$ cat src/rtl/raster_scan_counter.sv
// Raster pixel sequencer: walks an H_RES x V_RES grid in raster order and
// issues one (x, y) beat per valid/ready transfer, with frame counting.
//
// state  | meaning
// S_IDLE | no scan in progress, out_valid low
// S_RUN  | scanning, out_valid high, beat advances on each transfer
module raster_scan_counter #(
  parameter int H_RES = 640,
  parameter int V_RES = 480,
  parameter int XW    = $clog2(H_RES),
  parameter int YW    = $clog2(V_RES),
  parameter int FCW   = 15
) (
  input  logic           clk,
  input  logic           rst,
  input  logic           start,
  input  logic           cont,
  input  logic           abort,
  input  logic           out_ready,
  output logic           out_valid,
  output logic [XW-1:0]  x,
  output logic [YW-1:0]  y,
  output logic           sof,
  output logic           eol,
  output logic           eof,
  output logic           busy,
  output logic           frame_done,
  output logic [FCW-1:0] frame_cnt,
  output logic           frame_ovf
);

  typedef enum logic {S_IDLE, S_RUN} state_t;

  state_t         r_state;
  logic           r_valid;
  logic [XW-1:0]  r_x;
  logic [YW-1:0]  r_y;
  logic           r_sof;
  logic           r_eol;
  logic           r_eof;
  logic           r_frame_done;
  logic [FCW-1:0] r_frame_cnt;
  logic           r_frame_ovf;

  logic w_xfer;
  logic w_x_end;
  logic w_y_end;
  logic w_x_pen;

  assign w_xfer  = r_valid & out_ready;
  assign w_x_end = (r_x == XW'(H_RES - 1));
  assign w_y_end = (r_y == YW'(V_RES - 1));
  assign w_x_pen = (r_x == XW'(H_RES - 2));

  always_ff @(posedge clk or posedge rst) begin
    if (rst) begin
      r_state      <= S_IDLE;
      r_valid      <= 1'b0;
      r_x          <= '0;
      r_y          <= '0;
      r_sof        <= 1'b0;
      r_eol        <= 1'b0;
      r_eof        <= 1'b0;
      r_frame_done <= 1'b0;
      r_frame_cnt  <= '0;
      r_frame_ovf  <= 1'b0;
    end else begin
      r_frame_done <= 1'b0;
      r_frame_ovf  <= 1'b0;
      case (r_state)
        S_IDLE: begin
          if (start && !abort) begin
            r_state <= S_RUN;
            r_valid <= 1'b1;
            r_x     <= '0;
            r_y     <= '0;
            r_sof   <= 1'b1;
            r_eol   <= 1'b0;
            r_eof   <= 1'b0;
          end
        end
        S_RUN: begin
          // abort wins even over a coincident last-pixel transfer
          if (abort) begin
            r_state <= S_IDLE;
            r_valid <= 1'b0;
            r_x     <= '0;
            r_y     <= '0;
            r_sof   <= 1'b0;
            r_eol   <= 1'b0;
            r_eof   <= 1'b0;
          end else if (w_xfer) begin
            if (w_x_end && w_y_end) begin
              r_x          <= '0;
              r_y          <= '0;
              r_eol        <= 1'b0;
              r_eof        <= 1'b0;
              r_frame_done <= 1'b1;
              r_frame_cnt  <= r_frame_cnt + FCW'(1);
              r_frame_ovf  <= &r_frame_cnt;
              if (cont) begin
                r_sof <= 1'b1;
              end else begin
                r_state <= S_IDLE;
                r_valid <= 1'b0;
                r_sof   <= 1'b0;
              end
            end else if (w_x_end) begin
              r_x   <= '0;
              r_y   <= r_y + YW'(1);
              r_sof <= 1'b0;
              r_eol <= 1'b0;
              r_eof <= 1'b0;
            end else begin
              r_x   <= r_x + XW'(1);
              r_sof <= 1'b0;
              r_eol <= w_x_pen;
              r_eof <= w_x_pen & w_y_end;
            end
          end
        end
        default: r_state <= S_IDLE;
      endcase
    end
  end

  assign out_valid  = r_valid;
  assign x          = r_x;
  assign y          = r_y;
  assign sof        = r_sof;
  assign eol        = r_eol;
  assign eof        = r_eof;
  assign busy       = (r_state == S_RUN);
  assign frame_done = r_frame_done;
  assign frame_cnt  = r_frame_cnt;
  assign frame_ovf  = r_frame_ovf;

endmodule

$ cat config.mk
export PLATFORM = sky130hd
export DESIGN_NAME = raster_scan_counter
export DESIGN_NICKNAME = d
export VERILOG_FILES = /design/src/rtl/raster_scan_counter.sv
export SDC_FILE = /design/constraint.sdc
export NUM_CORES = 1
export LEC_CHECK = 0
export ABC_AREA = 1
export CORE_UTILIZATION = 25
export CTS_BUF_LIST = sky130_fd_sc_hd__clkbuf_8 sky130_fd_sc_hd__clkbuf_16
export CTS_CLUSTER_DIAMETER = 200
export CTS_CLUSTER_SIZE = 20
export DETAILED_ROUTE_END_ITERATION = 10
export PLACE_DENSITY = 0.58
export RECOVER_POWER = 50
export SLEW_MARGIN = 20
export SYNTH_ARGS = -nofsm -noshare
export SYNTH_HDL_FRONTEND = slang
export SYNTH_SLANG_ARGS = --single-unit
$ cat constraint.sdc
create_clock -name clk -period 1.6 [get_ports clk]
set_input_delay 0.32 -clock clk [delete_from_list [all_inputs] [get_ports clk]]
set_output_delay 0.32 -clock clk [all_outputs]
set_load 0.02 [all_outputs]
* Word level (Yosys, flattened, before mapping)
Index checks and enable logic that the tools add are counted.
** Storage, ports and cells
- Bits in registers :: 41
- Word-level logic and storage cells :: 80
- Bits of input ports :: 6
- Output and inout bits :: 41
** Operators by class
- Bitwise operators :: 4
- Reductions and logical operators :: 8
- Mux-type cells :: 47
- Equal/unequal tests :: 8
- Add/subtract/negate cells :: 3
** Operator list (count)
- 10-bit 2-to-1 mux :: 5
- 9-bit 2-to-1 mux :: 5
- 1-bit 2-to-1 mux :: 30
- 10-bit equality test, second input constant :: 2
- 10-bit one-hot mux with 2 select lines :: 1
- 9-bit one-hot mux with 2 select lines :: 1
- 15-bit by 1-bit adder with 15-bit output, second input constant :: 1
- 15-bit AND reduction :: 1
- 10-bit by 1-bit adder with 10-bit output, second input constant :: 1
- 1-bit one-hot mux with 2 select lines :: 5
- 9-bit by 1-bit adder with 9-bit output, second input constant :: 1
- 9-bit equality test, second input constant :: 1
- 4-bit AND reduction :: 2
- 3-bit by 2-bit != test with 1-bit output, second input constant :: 2
- 4-bit by 2-bit != test with 1-bit output, second input constant :: 1
- 3-bit != test, second input constant :: 1
- 3-bit AND reduction :: 1
- 1-bit AND :: 2
- 1-bit logical AND :: 2
- 2-bit != test, second input constant :: 1
- 1-bit NOT :: 2
- 2-bit AND reduction :: 1
- 1-bit zero test :: 1

* Logic depth before layout (Yosys ltp)
Gate-level depths: netlist of run 1.
- Depth in word-level cells :: 7
- Mapped depth :: 10
- Mapped depth without buffers :: 9

* Worst setup path before layout of run 1
No wires, ideal clock.
- Path type :: register to register
- From :: register r_x[0] (netlist: x[0])
- To :: register r_frame_cnt[3] (netlist: frame_cnt[3])
- Library setup time :: 0.117 ns
- Cell stages (with the launch flop) :: 10
- Arrival :: 1.588 ns
- Clock period less this slack :: 1.705 ns
- Setup slack :: -0.105 ns
- Data required time :: 1.483 ns
- Buffers on the path :: 1
- Cells stage by stage :: dfrtp_1 -> ha_1 -> nand3_2 -> nor2_4 -> nand2_4 -> nor2_4 -> nand3_4 -> buf_2 -> nand2_1 -> nand2_1
** On the way
- Cells in the longest elaborated chain, start to end :: 3
** Ends and longest elaborated chain
- start, declared :: line 36 : logic [XW-1:0] r_x;
- start signal, assigned :: line 115 : r_x <= r_x + XW'(1);
- 10-bit equality test :: line 51 : assign w_x_end = (r_x == XW'(H_RES - 1));
- 1-bit logical AND :: line 93 : if (w_x_end && w_y_end) begin
- 4-bit AND reduction (no line)
- end signal, assigned :: line 99 : r_frame_cnt <= r_frame_cnt + FCW'(1);
- end, declared :: line 42 : logic [FCW-1:0] r_frame_cnt;
Every way passes these cells.
A chain may end at the register's enable or synchronous reset.

* Worst setup path after layout of run 1
- From :: register r_frame_done (netlist: frame_done)
- To :: output port frame_done
** RTL lines
- start, declared :: line 41 : logic r_frame_done;
- start signal, assigned :: line 64 : r_frame_done <= 1'b0;
- start signal, assigned :: line 68 : r_frame_done <= 1'b0;
- start signal, assigned :: line 98 : r_frame_done <= 1'b1;
- end, declared :: line 27 : output logic frame_done,
No word-level cell between the ends.

==> results of run 1 <==
## report_power, final
part | switching [W] | internal (W)
registers | 0.0000313 | 0.00107
logic | 0.000231 | 0.000173
clock network | 0.000365 | 0.000337
total | 0.000627 | 0.00158
## cell families (layout without fill, tap and decap cells)
family          Yosys count  in the layout  share of synthesized area, %
simple gates            198            198                         37.57
flops                    41             41                         43.27
buf+inv                  41            131                         7.229
compound gates           22             22                         4.644
xor+xnor                 14             14                         5.172
fa+ha+maj                 4              4                         2.111
## routing by layer
metal	wire (um)	global-route usage [%]
met5	0	0
met4	67	3.281
met3	242	2.952
met2	2953	23.02
met1	2839	16.22
## cell type report
cell class | count | area [um^2] | area share, %
Inverter | 36 | 137.6 | 4.059
Multi-Input combinational cell | 238 | 1244 | 36.68
Clock inverter | 1 | 3.754 | 0.1107
Timing Repair Buffer | 88 | 755.7 | 22.29
Clock buffer | 6 | 82.58 | 2.435
Tap cell | 111 | 138.9 | 4.096
Sequential cell | 41 | 1028 | 30.33
## cells in the mapped netlist (all sizes together)
| cell | n | area share (%) |
|---|---|---|
| dfrtp | 41 | 43 |
| xnor2 | 7 | 2.6 |
| or2 | 1 | 0.26 |
| nor3 | 7 | 1.5 |
| nand2 | 108 | 18 |
| xor2 | 7 | 2.6 |
| o21ai | 14 | 3.0 |
| a21oi | 8 | 1.7 |
| ha | 4 | 2.1 |
| buf | 5 | 1.5 |
| nor3b | 2 | 0.63 |
| nand3 | 28 | 6.9 |
| nor2 | 45 | 8.5 |
| nand4 | 7 | 1.8 |
| inv | 36 | 5.7 |
## how the worst min path moves through the flow
| stage | start | to | cells past startpoint |
|---|---|---|---|
| final | eof | eof | 2 |
| after global routing | eol | eol | 2 |
| after CTS | rst | x[2] | 3 |
| after detailed placement | eof | eof | 2 |
| after global placement | eol | eol | 2 |
| after floorplan | cont | busy | 2 |
## repair_timing
action	4_1_cts	5_1_grt
endpoints found under the setup margin	38	34
pin swaps	1	10
gates resized for setup	37	23
hold buffers	0	0
buffers inserted	1	4
## metrics by stage
step                setup WS, ns  cell area (um^2)  util [%]  hold WS [ns]  power (W)
CTS                     0.001083              3313     36.03        0.3829   0.002223
floorplan               0.006384              2379         -        0.4623   0.001315
global route            -0.02776              3391     36.87        0.5361   0.002324
detailed placement       -0.2099              3254     35.39        0.4737   0.001527
finish                   0.05810              3391     36.87        0.4873   0.002207
global placement         -0.1859              3254     35.39        0.4664   0.001528
==> tab_implementation.tex, run 1 <==
\begin{tabular}{lr}
\hline
Metric & Value \\
\hline
\multicolumn{2}{l}{\textbf{Worst setup path}} \\
Cell with the largest stage delay on the worst path & clkdlybuf4s50\_1 \\
Critical path endpoint category & primary output \\
CP required & 1.28 ns \\
Setup crit start kind & flop \\
Critical path start-end classification & reg2out \\
Data arrival at the endpoint of the critical path & 1.22 ns \\
R2R Path Start & x[1] \\
Worst R2R Setup Slack & 0.07 ns \\
Logic depth of the worst setup path including buffers & 1 \\
Biggest fanout along the worst timing path & 1 \\
Worst-path cell chain & clkdlybuf4s50\_1 \\
Top cell family by delay on the critical path & buffers and inverters \\
Reg-to-reg critical path endpoint & x[4] \\
Launch point of the worst path & frame\_done \\
Buffer and inverter count on the worst path & 1 \\
Number of cell instances on the worst register-to-register path & 10 \\
Critical path destination & frame\_done \\
Delay of the slowest cell on the worst path & 0.60 ns \\
\multicolumn{2}{l}{\textbf{Flow run}} \\
Count of max-cap constraint violations & 0 \\
\multicolumn{2}{l}{\textbf{GRT}} \\
Antenna violations before repair & 0 \\
GR Util All Layers & 13.10\% \\
Gr ovfl total & 0 \\
Via count of the first global-routing pass & 2,262 \\
Maximum number of pins on one net before global-route repair & 23 \\
Global-route wire length before repair & 10,260 um \\
\multicolumn{2}{l}{\textbf{Floorplanning}} \\
Placeable core area & 0.009196 mm\^{}2 \\
Row count & 35 \\
Die boundary height & 99.39 um \\
Die area & 0.009877 mm\^{}2 \\
IO Pins & 47 \\
X dimension of the die & 99.39 um \\
Initial core utilization & 25.78\% \\
\multicolumn{2}{l}{\textbf{Power}} \\
Power density over the cells & 650.7 mW/mm\^{}2 \\
Leak pwr & 1.732 nW \\
Maximum vdd drop & 0.3126 mV \\
\multicolumn{2}{l}{\textbf{Yosys}} \\
Cell count after synthesis & 320 \\
Synth warn & 0 \\
Flop and latch count out of synthesis & 41 \\
Distinct cell type count after synthesis & 26 \\
Mapped Avg Cell Area & 7.409 um\^{}2 \\
Register area share after synthesis & 43.27\% \\
Synthesized Nets & 330 \\
Post-Syn Area & 0.002371 mm\^{}2 \\
\multicolumn{2}{l}{\textbf{Cells and area}} \\
Number of nets in the finished design & 420 \\
Commonest cells after routing, fill and taps aside & 103 x nand2\_1, 39 x dfrtp\_1, 38 x nor2\_1 \\
Filler cells & 981 \\
Leading cell type in the layout, fill and taps excluded & nand2\_1 \\
Number of diodes added for antenna fixing & 0 \\
Post-route insts no fill & 521 \\
Flip-flop count of the largest register after layout & 15 \\
Syn-to-layout area delta & 43.01\% \\
Share of cells above drive strength 1 & 18.54\% \\
\multicolumn{2}{l}{\textbf{Detailed routing}} \\
Number of iterations in the first detailed-routing pass & 4 \\
Antenna violation net count after detailed routing & 0 \\
Via-per-instance ratio & 4.436 \\
Aggregate routed wire length & 6103 um \\
Routed len/inst & 11.71 um \\
Detailed router's first-iteration violation count & 66 \\
Detailed-route via count & 2,311 \\
Remaining DRCs & 0 \\
\multicolumn{2}{l}{\textbf{Placed design}} \\
Routability congestion estimate & 0.8360 \\
Cell total after placement & 509 \\
Number of buffers added on ports & 46 \\
Final HPWL from detailed placement & 4705 um \\
\multicolumn{2}{l}{\textbf{Timing}} \\
RSZ-0062 raised after global routing & true \\
Count of pins over their slew limit & 0 \\
Number of hold-slack violations in the final timing report & 0 \\
Max-Slew Margin vs Limit & 61.59\% \\
Summed negative setup slack over all endpoints & 0 ns \\
Worst-case clock skew & 0.01346 ns \\
Transition time of the tightest slew-check pin & 0.5762 ns \\
Max Clock Freq & 648.5 MHz \\
Final worst path period need & 1.542 ns \\
Final worst path period share & 96.37\% \\
Number of setup violations in the final report & 0 \\
\multicolumn{2}{l}{\textbf{Clocking}} \\
Clock transition at the registers of the reported paths & 0.08 ns \\
Number of sinks on the clock net & 41 \\
Buffer levels on the longest clock path & 2 \\
CTS tree & yes \\
Deepest level of the CTS H-tree & 2 \\
Clk Latency, worst-skew pair & 0.30 ns \\
Root cell of the clock tree & clkbuf\_8 \\
Number of buffers created by CTS & 5 \\
\multicolumn{2}{l}{\textbf{Outcome}} \\
Run status & finished clean \\
\multicolumn{2}{l}{\textbf{Worst hold path}} \\
Hold/Removal Path Class & reg2reg \\
\hline
\end{tabular}
Note: power is estimated with default switching activity, not from simulation.
==> run 2: changes to the inputs <==
- CORE_MARGIN: default -> 2
- CTS_CLUSTER_SIZE: 20 -> 28
==> tab_implementation.tex, run 2 (synthesis gave the netlist of run 1 again) <==
\begin{tabular}{lr}
\hline
Metric & Value \\
\hline
\multicolumn{2}{l}{\textbf{Timing}} \\
RSZ-0062 raised after global routing & true \\
Transition time of the tightest slew-check pin & 0.9475 ns \\
Worst-case clock skew & 0.01090 ns \\
Number of hold-slack violations in the final timing report & 0 \\
Summed negative setup slack over all endpoints & 0 ns \\
Final worst path period share & 96.98\% \\
Max-Slew Margin vs Limit & 36.83\% \\
Count of pins over their slew limit & 0 \\
Final setup slack of the worst path & 0.04835 ns \\
Max Clock Freq & 644.5 MHz \\
Number of setup violations in the final report & 0 \\
Final worst path period need & 1.552 ns \\
\multicolumn{2}{l}{\textbf{Detailed routing}} \\
Detailed route wirelength on metal3 & 289 um \\
Met2 Wirelength & 2955 um \\
Detailed router's first-iteration violation count & 73 \\
Aggregate routed wire length & 6254 um \\
Antenna violation net count after detailed routing & 0 \\
Via-per-instance ratio & 4.286 \\
Remaining DRCs & 0 \\
Number of iterations in the first detailed-routing pass & 4 \\
Detailed-route via count & 2,336 \\
Routed len/inst & 11.48 um \\
Top metal layer carrying routed signals & met4 \\
Metal-1 WL & 2946 um \\
\multicolumn{2}{l}{\textbf{GRT}} \\
GR Util All Layers & 13.08\% \\
Global-route wire length before repair & 10,650 um \\
Antenna violations before repair & 0 \\
Gr ovfl total & 0 \\
Maximum number of pins on one net before global-route repair & 42 \\
Via count of the first global-routing pass & 2,271 \\
\multicolumn{2}{l}{\textbf{Worst setup path}} \\
Setup crit start kind & flop \\
Critical path start-end classification & reg2out \\
Worst-path cell chain & clkdlybuf4s50\_1 \\
Biggest fanout along the worst timing path & 1 \\
Critical path endpoint category & primary output \\
Delay of the slowest cell on the worst path & 0.60 ns \\
Buffer and inverter count on the worst path & 1 \\
Cell with the largest stage delay on the worst path & clkdlybuf4s50\_1 \\
Top cell family by delay on the critical path & buffers and inverters \\
CP required & 1.28 ns \\
Data arrival at the endpoint of the critical path & 1.23 ns \\
\multicolumn{2}{l}{\textbf{Floorplanning}} \\
Die boundary height & 101.4 um \\
X dimension of the die & 101.4 um \\
IO Pins & 47 \\
Placeable core area & 0.009240 mm\^{}2 \\
Row count & 35 \\
Initial core utilization & 25.66\% \\
Die area & 0.01028 mm\^{}2 \\
\multicolumn{2}{l}{\textbf{Clocking}} \\
Number of sinks on the clock net & 41 \\
Root cell of the clock tree & clkbuf\_8 \\
Deepest level of the CTS H-tree & 2 \\
Buffer levels on the longest clock path & 2 \\
Clock transition at the registers of the reported paths & 0.08 ns \\
Clk Latency, worst-skew pair & 0.30 ns \\
Number of buffers created by CTS & 5 \\
CTS tree & yes \\
\multicolumn{2}{l}{\textbf{Cells and area}} \\
Number of nets in the finished design & 425 \\
Share of cells above drive strength 1 & 21.15\% \\
Number of diodes added for antenna fixing & 0 \\
Leading cell type in the layout, fill and taps excluded & nand2\_1 \\
Filler cells & 966 \\
Syn-to-layout area delta & 46.28\% \\
Post-route cell area & 0.003468 mm\^{}2 \\
Flip-flop count of the largest register after layout & 15 \\
Fraction of the core area covered by cells at the end of the flow & 37.54\% \\
Commonest cells after routing, fill and taps aside & 101 x nand2\_1, 41 x buf\_4, 37 x nor2\_1, 37 x inv\_1, 37 x dfrtp\_1 \\
\multicolumn{2}{l}{\textbf{Worst hold path}} \\
Hold/Removal Path Class & reg2reg \\
\multicolumn{2}{l}{\textbf{Placed design}} \\
Post-place setup slack & -0.2818 ns \\
Cell area after placement & 0.003289 mm\^{}2 \\
Routability congestion estimate & 0.8289 \\
Final HPWL from detailed placement & 4601 um \\
Number of buffers added on ports & 46 \\
\multicolumn{2}{l}{\textbf{Outcome}} \\
Run status & finished clean \\
\multicolumn{2}{l}{\textbf{Flow run}} \\
Count of max-cap constraint violations & 0 \\
\multicolumn{2}{l}{\textbf{Power}} \\
Power density over the cells & 629.0 mW/mm\^{}2 \\
Leak pwr & 1.760 nW \\
Maximum vdd drop & 0.3099 mV \\
\hline
\end{tabular}
[run 2: changes by cell type in the layout (fill, tap and decap cells not counted), moves of 3 or more]
cell | before | now
buf_4 | 34 | 41
inv_1 | 33 | 37
nor3_1 | 7 | 4
nor3_2 | 0 | 3
[run 2: what timing repair did]
item                       CTS  global route
hold buffers                 0             0
setup endpoints to repair   37            35
pin swaps                    0            13
gates resized for setup     37            31
buffers inserted             0            10
[run 2: worst paths after layout]
path / end / slack (ns) / depth (start not counted) / startpoint
worst max-delay path: frame_done / 0.05 / 1 / frame_done
worst min-delay path: eol / 0.48 / 2 / eol
worst max register to register: x[7] / 0.05 / 10 / x[1]
worst min register to register: eol / 0.48 / 2 / eol
max in group asynchronous: x[2] / 0.33 / 3 / rst
min in group asynchronous: frame_cnt[6] / 0.63 / 3 / rst
[run 2: area by class of cell]
| cell class | instances | area, um^2 | share of cell area [%] |
|---|---|---|---|
| tap | 129 | 161.4 | 4.654 |
| timing repair buffer | 93 | 792.0 | 22.84 |
| clock inverter | 3 | 11.26 | 0.3247 |
| sequential | 41 | 1031 | 29.73 |
| multi-input combinational | 238 | 1266 | 36.51 |
| inverter | 36 | 137.6 | 3.968 |
| clock buffer | 5 | 68.82 | 1.984 |
[run 2: through the flow]
stage,std cells,power [W],hold slack [ns]
after global placement,527,0.001532,0.4636
after detailed placement,527,0.001532,0.4692
after CTS,535,0.002175,0.3953
after global routing,545,0.002292,0.5000
final,545,0.002182,0.4829
after floorplan,320,0.001315,0.4623
[run 2: power by group]
group / total, W / switching, W / internal (W)
clock: 0.000673 / 0.000381 / 0.000292
sequential: 0.00109 / 0.0000235 / 0.00107
combinational: 0.000416 / 0.000233 / 0.000182
total: 0.00218 / 0.000638 / 0.00154
[run 2: metal layers]
layer	vias up	track usage, %
met2	52	21.40
met4	0	3.534
li1	1195	-
met5	-	0
met3	8	3.106
met1	1081	17.36
